## src/rtl/pe_cube_result_drain.sv

```systemverilog
// pe_cube_result_drain
// Snapshots the PE cube result vector into one of two frame buffers on a
// capture strobe and streams each frame out as fixed-width beats over a
// valid/ready handshake. Frames drain in capture order. The cube can start its
// next accumulation while the previous frame is still being drained.
module pe_cube_result_drain #(
  parameter int CUBE_NUM  = 3,
  parameter int BLOCK_NUM = 3,
  parameter int ARRAY_NUM = 3,
  parameter int OUT_BYTES = 4
) (
  input  logic                                          iClk,
  input  logic                                          iRst,
  input  logic                                          iCapture,
  input  logic [8*CUBE_NUM*BLOCK_NUM*ARRAY_NUM-1:0]     iResult,
  output logic                                          oCapReady,
  output logic [8*OUT_BYTES-1:0]                        oData,
  output logic                                          oValid,
  input  logic                                          iReady,
  output logic                                          oLast,
  output logic                                          oOverflow,
  input  logic                                          iClearErr
);

  localparam int NB    = CUBE_NUM * BLOCK_NUM * ARRAY_NUM;
  localparam int NBEAT = (NB + OUT_BYTES - 1) / OUT_BYTES;
  localparam int BW    = (NBEAT > 1) ? $clog2(NBEAT) : 1;
  localparam int FW    = 8 * NB;
  localparam int DW    = 8 * OUT_BYTES;
  localparam int PW    = DW * NBEAT;
  localparam logic [BW-1:0] LAST_BEAT = BW'(NBEAT - 1);

  typedef enum logic [0:0] {
    ST_IDLE   = 1'b0,
    ST_STREAM = 1'b1
  } state_t;

  state_t          state_r, state_n;
  logic [FW-1:0]   buf_r [0:1];
  logic [FW-1:0]   buf_n [0:1];
  logic [1:0]      full_r, full_n;
  logic            wr_r, wr_n;
  logic            rd_r, rd_n;
  logic [BW-1:0]   beat_r, beat_n;
  logic            valid_r, valid_n;
  logic            last_r, last_n;
  logic [DW-1:0]   data_r, data_n;
  logic            ovf_r, ovf_n;
  logic            cap_ready_r, cap_ready_n;

  logic            cap_acc_s;
  logic            cap_drop_s;
  logic            hs_s;
  logic            last_hs_s;

  // Pick one beat out of a frame; bytes past the end of the frame read as zero.
  function automatic logic [DW-1:0] beat_slice(input logic [FW-1:0] frame,
                                               input logic [BW-1:0] beat);
    logic [PW-1:0] pad;
    int            base;
    pad  = PW'(frame);
    base = int'(beat) * DW;
    return pad[base +: DW];
  endfunction

  // Capture acceptance uses only registered buffer state, so a same-cycle
  // release never frees room for a capture.
  assign cap_acc_s  = iCapture & cap_ready_r;
  assign cap_drop_s = iCapture & ~cap_ready_r;
  assign hs_s       = valid_r & iReady;
  assign last_hs_s  = hs_s & (beat_r == LAST_BEAT);

  // Buffer contents and flags after this cycle's capture/release; a capture
  // always targets the buffer that is not being streamed.
  assign buf_n[0]  = (cap_acc_s && !wr_r) ? iResult : buf_r[0];
  assign buf_n[1]  = (cap_acc_s &&  wr_r) ? iResult : buf_r[1];
  assign full_n[0] = (cap_acc_s && !wr_r) ? 1'b1 :
                     (last_hs_s && !rd_r) ? 1'b0 : full_r[0];
  assign full_n[1] = (cap_acc_s &&  wr_r) ? 1'b1 :
                     (last_hs_s &&  rd_r) ? 1'b0 : full_r[1];
  assign wr_n        = cap_acc_s ? ~wr_r : wr_r;
  assign rd_n        = last_hs_s ? ~rd_r : rd_r;
  assign cap_ready_n = ~(full_n[0] & full_n[1]);
  assign ovf_n       = cap_drop_s ? 1'b1 : (iClearErr ? 1'b0 : ovf_r);

  // Drain FSM next state, beat counter and next registered output values.
  always_comb begin
    state_n = state_r;
    beat_n  = beat_r;
    valid_n = valid_r;
    case (state_r)
      ST_IDLE: begin
        if (full_n[rd_n]) begin
          state_n = ST_STREAM;
          beat_n  = '0;
          valid_n = 1'b1;
        end else begin
          state_n = ST_IDLE;
          beat_n  = '0;
          valid_n = 1'b0;
        end
      end
      ST_STREAM: begin
        if (hs_s) begin
          if (beat_r == LAST_BEAT) begin
            beat_n = '0;
            if (full_n[rd_n]) begin
              state_n = ST_STREAM;
              valid_n = 1'b1;
            end else begin
              state_n = ST_IDLE;
              valid_n = 1'b0;
            end
          end else begin
            beat_n  = beat_r + BW'(1);
            valid_n = 1'b1;
          end
        end else begin
          state_n = ST_STREAM;
          valid_n = 1'b1;
        end
      end
      default: begin
        state_n = ST_IDLE;
        beat_n  = '0;
        valid_n = 1'b0;
      end
    endcase
    if (valid_n) begin
      data_n = beat_slice(buf_n[rd_n], beat_n);
      last_n = (beat_n == LAST_BEAT);
    end else begin
      data_n = '0;
      last_n = 1'b0;
    end
  end

  // Control state, pointers, flags and registered outputs.
  always_ff @(posedge iClk or negedge iRst) begin
    if (!iRst) begin
      state_r     <= ST_IDLE;
      full_r      <= 2'b00;
      wr_r        <= 1'b0;
      rd_r        <= 1'b0;
      beat_r      <= '0;
      valid_r     <= 1'b0;
      last_r      <= 1'b0;
      data_r      <= '0;
      ovf_r       <= 1'b0;
      cap_ready_r <= 1'b1;
    end else begin
      state_r     <= state_n;
      full_r      <= full_n;
      wr_r        <= wr_n;
      rd_r        <= rd_n;
      beat_r      <= beat_n;
      valid_r     <= valid_n;
      last_r      <= last_n;
      data_r      <= data_n;
      ovf_r       <= ovf_n;
      cap_ready_r <= cap_ready_n;
    end
  end

  // Frame storage; contents are only meaningful while the matching full flag is set.
  always_ff @(posedge iClk) begin
    buf_r[0] <= buf_n[0];
    buf_r[1] <= buf_n[1];
  end

  assign oCapReady = cap_ready_r;
  assign oData     = data_r;
  assign oValid    = valid_r;
  assign oLast     = last_r;
  assign oOverflow = ovf_r;

endmodule
```

## config.mk

```make
export PLATFORM = sky130hd
export DESIGN_NAME = pe_cube_result_drain
export DESIGN_NICKNAME = d
export VERILOG_FILES = /design/src/rtl/pe_cube_result_drain.sv
export SDC_FILE = /design/constraint.sdc
export NUM_CORES = 1
export LEC_CHECK = 0
export ABC_CLOCK_PERIOD_IN_PS = 3100
export CAP_MARGIN = 15
export CELL_PAD_IN_SITES_DETAIL_PLACEMENT = 0
export CELL_PAD_IN_SITES_GLOBAL_PLACEMENT = 1
export CORE_MARGIN = 2
export CORE_UTILIZATION = 38
export DETAILED_ROUTE_END_ITERATION = 10
export MAX_ROUTING_LAYER = met4
export PLACE_DENSITY = 0.82
export SETUP_SLACK_MARGIN = 0.3
export SKIP_CTS_REPAIR_TIMING = 1
export SKIP_LAST_GASP = 1
export SLEW_MARGIN = 20
export SYNTH_ARGS = -nofsm -noshare
export SYNTH_HDL_FRONTEND = slang
export SYNTH_SLANG_ARGS = --single-unit
```

## constraint.sdc

```tcl
create_clock -name iClk -period 3.1 [get_ports iClk]
set_input_delay 0.62 -clock iClk [delete_from_list [all_inputs] [get_ports iClk]]
set_output_delay 0.62 -clock iClk [all_outputs]
set_load 0.005 [all_outputs]
```

* Word-level counts from Yosys, hierarchy flattened *
Memories as Yosys holds them, arrays and structs flattened.
Index checks and enable logic that the tools add are counted.

cells by class
  bitwise logic cells = 11
  shift operators = 1
  $add $sub $neg = 1
  $lt $le $gt $ge = 2
  mux-type cells = 23
  reduce and logical (&&, ||, !) cells = 7
  equality and inequality tests = 2

operator list
  kind                                                       count
  two-way mux 216 bit                                        5
  indexed part select 224 x 9 -> 32 bit                      1
  two-way mux 32 bit                                         1
  two-way mux 1 bit                                          13
  == test 3 bit (second input constant)                      2
  two-way mux 3 bit                                          2
  case mux 3 bit (2 select lines)                            1
  AND 1 bit                                                  5
  inverter 1 bit                                             5
  logical AND 1 bit                                          4
  adder 3 x 1 -> 3 bit (second input constant)               1
  greater-or-equal comparator 2 bit (second input constant)  1
  logical NOT 1 bit                                          2
  < comparator 1 x 2 -> 1 bit (second input constant)        1
  inverter 1 -> 2 bit                                        1
  case mux 1 bit (2 select lines)                            1
  nonzero test 2 bit                                         1

word-level totals
  memories kept = 1
  word-level logic and storage cells = 57
  bits in writable memories = 432
  register bits after elaboration = 43
  output and inout bits = 36

memory list
  name   depth  bits a word  read ports  clocked after memory_dff  wr ports  RTL line  source
  buf_r  2      216          2           0                         2         39        logic [FW-1:0] buf_r [0:1];

* Depth between registers and ports, before layout *
  word-level depth = 12
  mapped depth = 13
  mapped depth without buffers = 9

* Worst setup path after synthesis *
No wires, ideal clock.

  path type = input to register
  start = input port iReady
  end = register data_r[25], in the netlist oData[25]
  data arrival time = 2710 ps
  stages = 9
  slack = 268 ps
  cell sequence = and2b_1 > nand3_1 > inv_1 > ha_1 > buf_1 > clkbuf_1 > clkbuf_1 > mux4_2 > a32o_1

on the way
  longest elaborated chain between the ends = 12
  elaborated cells between the ends (all ways) = 23

ends and longest elaborated chain
  what                                                                                            RTL line  source
  start, declared                                                                                 19        input logic iReady,
  AND 1 bit *                                                                                     70        assign hs_s = valid_r & iReady;
  parallel branches: the longest is 10 deep, another holds indexed part select 224 x 9 -> 32 bit  --
  two-way mux 32 bit *                                                                            129       if (valid_n) begin
  net data_n[25]                                                                                  47        logic [DW-1:0] data_r, data_n;
  end signal, assigned                                                                            159       data_r <= data_n;
  end, declared                                                                                   47

Mark *: on every way through the listed nets, which the timed path passes. The select of a mux whose other input is x is not followed.
A chain may end at the register's enable or synchronous reset.

* Worst setup path in the final report *
  start = register valid_r, in the netlist oValid
  end = output port oValid

RTL lines
  what                    RTL line  source
  start, declared         45        logic valid_r, valid_n;
  start signal, assigned  157       valid_r <= valid_n;
  end, declared           18        output logic oValid,

No word-level cell between the ends.

==> qor.yml <==
grt_pass1_wl_um: 87000
synth-edff-count: 0
whs_ns: 0.0265
maxCapViolations: 0
drtPass1Iterations: 6
total_power_w: 0.0295
layout_min_cycle_time_ns: 2.70
die_y_um: 231
root_buffer: "clkbuf_16"
dieArea_mm2: 0.0532
path_class: "register to output pin"
vias: 14381
maxSlewViolCount: 0
ant_nets: 0
track_usage_pct: 21.8
synth.distinct_cells: 54
yosys_warnings: 0
nFillCells: 4571
cp.arrival_ns: 2.08
overflow: 0
drive_gt1_share_pct: 28.3
cp_slowest_stage_delay_ns: 0.63
path_max_fanout: 35
period_share_pct: 87.1
fmax_mhz: 371
worst_pin_slew_ns: 0.714
rows: 83
p_leak_nw: 10.4
synthArstFlopShare_pct: 9.05
grt_max_degree: 44
cts_sinks: 475
worst_setup_path_start_kind: "register"
synthCells: 1701
drt_iter0_drc: 903
setup_violations: 0
layout_common_cells: "dfxtp_1 (432), mux2_2 (327), clkdlybuf4s50_1 (255), nor2_1 (207), buf_4 (73)"
required_ns: 2.48
ios: 257
crit_cells: 2
slew_headroom_pct: 52.3
final_util_pct: 49.5
htree_levels: 2
wire_per_inst_um: 20.9
ir_drop_mv: 0.503
critical-path-slowest-cell: "clkdlybuf4s50_1"
path_buf_inv: 2
numPortBuffers: 256
cts_tree: "built"
clk_path_buf_depth: 3
skew_ns: 0.0290
antenna_found_initial: 8
clk-insertion-delay-late_ns: 0.61
cts_inserted_buffers: 50
power_density_mw_per_mm2: 1170
r2r_cells: 7
die_w_um: 231
dp.final_hpwl_um: 39500
hold_violations: 0
rsz0062_at_grt: "no"
status: "finished, final reports clean"
syn-num-nets: 1924
cts.clk_slew.worst_paths_ns: 0.06
ys_ff_latch: 475
core_area_mm2: 0.0511
grt_pass1_vias: 15007
hp-class: "input pin to asynchronous set/reset pin"
nets: 2201
worstSetupEndpointType: "output pin"
gp_congestion: 0.840
wl_um: 56600
cp_top_family: "buffers and inverters"
synthFlopType: "dfxtp_1"
avgSynthCellArea_um2: 11.5
syn_to_final_growth_pct: 29.5
routed_via_density: 5.31
start_util_pct: 38.2
drc: 0
worstPathCellList: "buf_4 > clkdlybuf4s50_1"
syn_area_mm2: 0.0195
yosysSeqAreaShare_pct: 49.8
final_common_cell: "dfxtp_1"
stage by stage:
| stage | std cells | instance area [um2] | TNS (ns) | worst slack [ns] |
|---|---|---|---|---|
| after floorplan | 1701 | 19500 | 0 | 0.388 |
| after global placement | 2606 | 23500 | -0.522 | -0.0678 |
| after detailed placement | 2606 | 23500 | -0.580 | -0.0692 |
| after CTS | 2698 | 25300 | 0 | 0.378 |
| after global routing | 2706 | 25300 | 0 | 0.325 |
| final | 2706 | 25300 | 0 | 0.401 |
report_power, final:
group	switching (W)	total [W]	leakage (nW)	internal, W
Sequential	0.000867	0.0103	4.14	0.00939
Clock	0.00253	0.00625	0.853	0.00372
Combinational	0.00633	0.0130	5.44	0.00664
cells in the mapped netlist (2+ instances only):
cell      count  area [um2]
a31oi_1      14        87.6
o31a_1       10        87.6
a21oi_1      30         150
mux2_1       47         529
a32o_1        7        70.1
buf_2        49         245
buf_4         6        45.0
mux2i_1      20         200
inv_1        38         143
o21ai_0       6        30.0
dfxtp_1     432        8650
nor2_1      207         777
nor4_1       14        87.6
nor3b_1       2        15.0
clkbuf_1     71         267
or3b_1       13         114
a211oi_1     40         300
nand3_1       3        15.0
or3_1        28         175
nand2_1      19        71.3
o311a_1      14         140
inv_2         4        15.0
mux2_4       19         285
mux2_2      327        3680
o221a_1      10         113
buf_6         3        33.8
o311ai_1      8        70.1
o211ai_1     14         105
buf_1         6        22.5
and4_1       20         175
o41a_1       23         259
dfrtp_1      42        1050
mux4_2       29         653
ha_1          2        25.0
o21ai_1       2        10.0
o311ai_0      6        52.6
o41ai_1      15         131
nor3_1       51         255
a21o_1       35         263
cells by family (layout without fill, tap and decap cells):
| family | Yosys count | count (layout) | share of synthesized area [%] |
|---|---|---|---|
| DFF | 475 | 475 | 49.8 |
| AOI/OAI and AO/OA | 238 | 238 | 9.72 |
| muxes | 442 | 442 | 27.4 |
| other | 0 | 8 | 0 |
| and+or+nand+nor | 367 | 367 | 9.04 |
| buffers and inverters | 177 | 494 | 3.95 |
| adders and majority gates | 2 | 2 | 0.128 |
path summary, 6_finish.rpt:
kind | startpoint | end | slack [ns]
setup reg to reg | oCapReady | oData[4] | 0.51
min in group iClk | buf_r[0][284] | buf_r[0][284] | 0.45
hold reg to reg | buf_r[0][284] | buf_r[0][284] | 0.45
hold / removal | iRst | oData[7] | 0.03
max in group asynchronous | iRst | oCapReady | 2.75
setup / recovery | oValid | oValid | 0.40
area by class of cell:
| type | instances | area [um2] | share of cell area (%) |
|---|---|---|---|
| diodes | 8 | 20.0 | 0.0791 |
| clock buffers | 75 | 1480 | 5.83 |
| clock inverters | 17 | 254 | 1.00 |
| inverters | 42 | 160 | 0.633 |
| multi-input cells | 1049 | 9080 | 35.9 |
| flip-flops and latches | 475 | 9730 | 38.5 |
| well taps | 680 | 851 | 3.36 |
| repair buffers | 360 | 3730 | 14.7 |
flip-flops by register name, summed over array words and instances (netlist names):
| register | flops |
|---|---|
| full_r | 2 |
| buf_r | 432 |
| oData | 32 |
| wr_r | 1 |
| oCapReady | 1 |
| oValid | 1 |
| oOverflow | 1 |
| oLast | 1 |
| beat_r | 3 |
| rd_r | 1 |
layer usage:
metal  track usage [%]  wire length [um]  up-vias
met4              8.67              1790        0
met5                 -                 0        -
met1              27.6             25200     7136
met2              35.0             27000      387
li1                  -                 -     6761
met3              3.27              2680       97
Power figures use the tool's default switching activity.
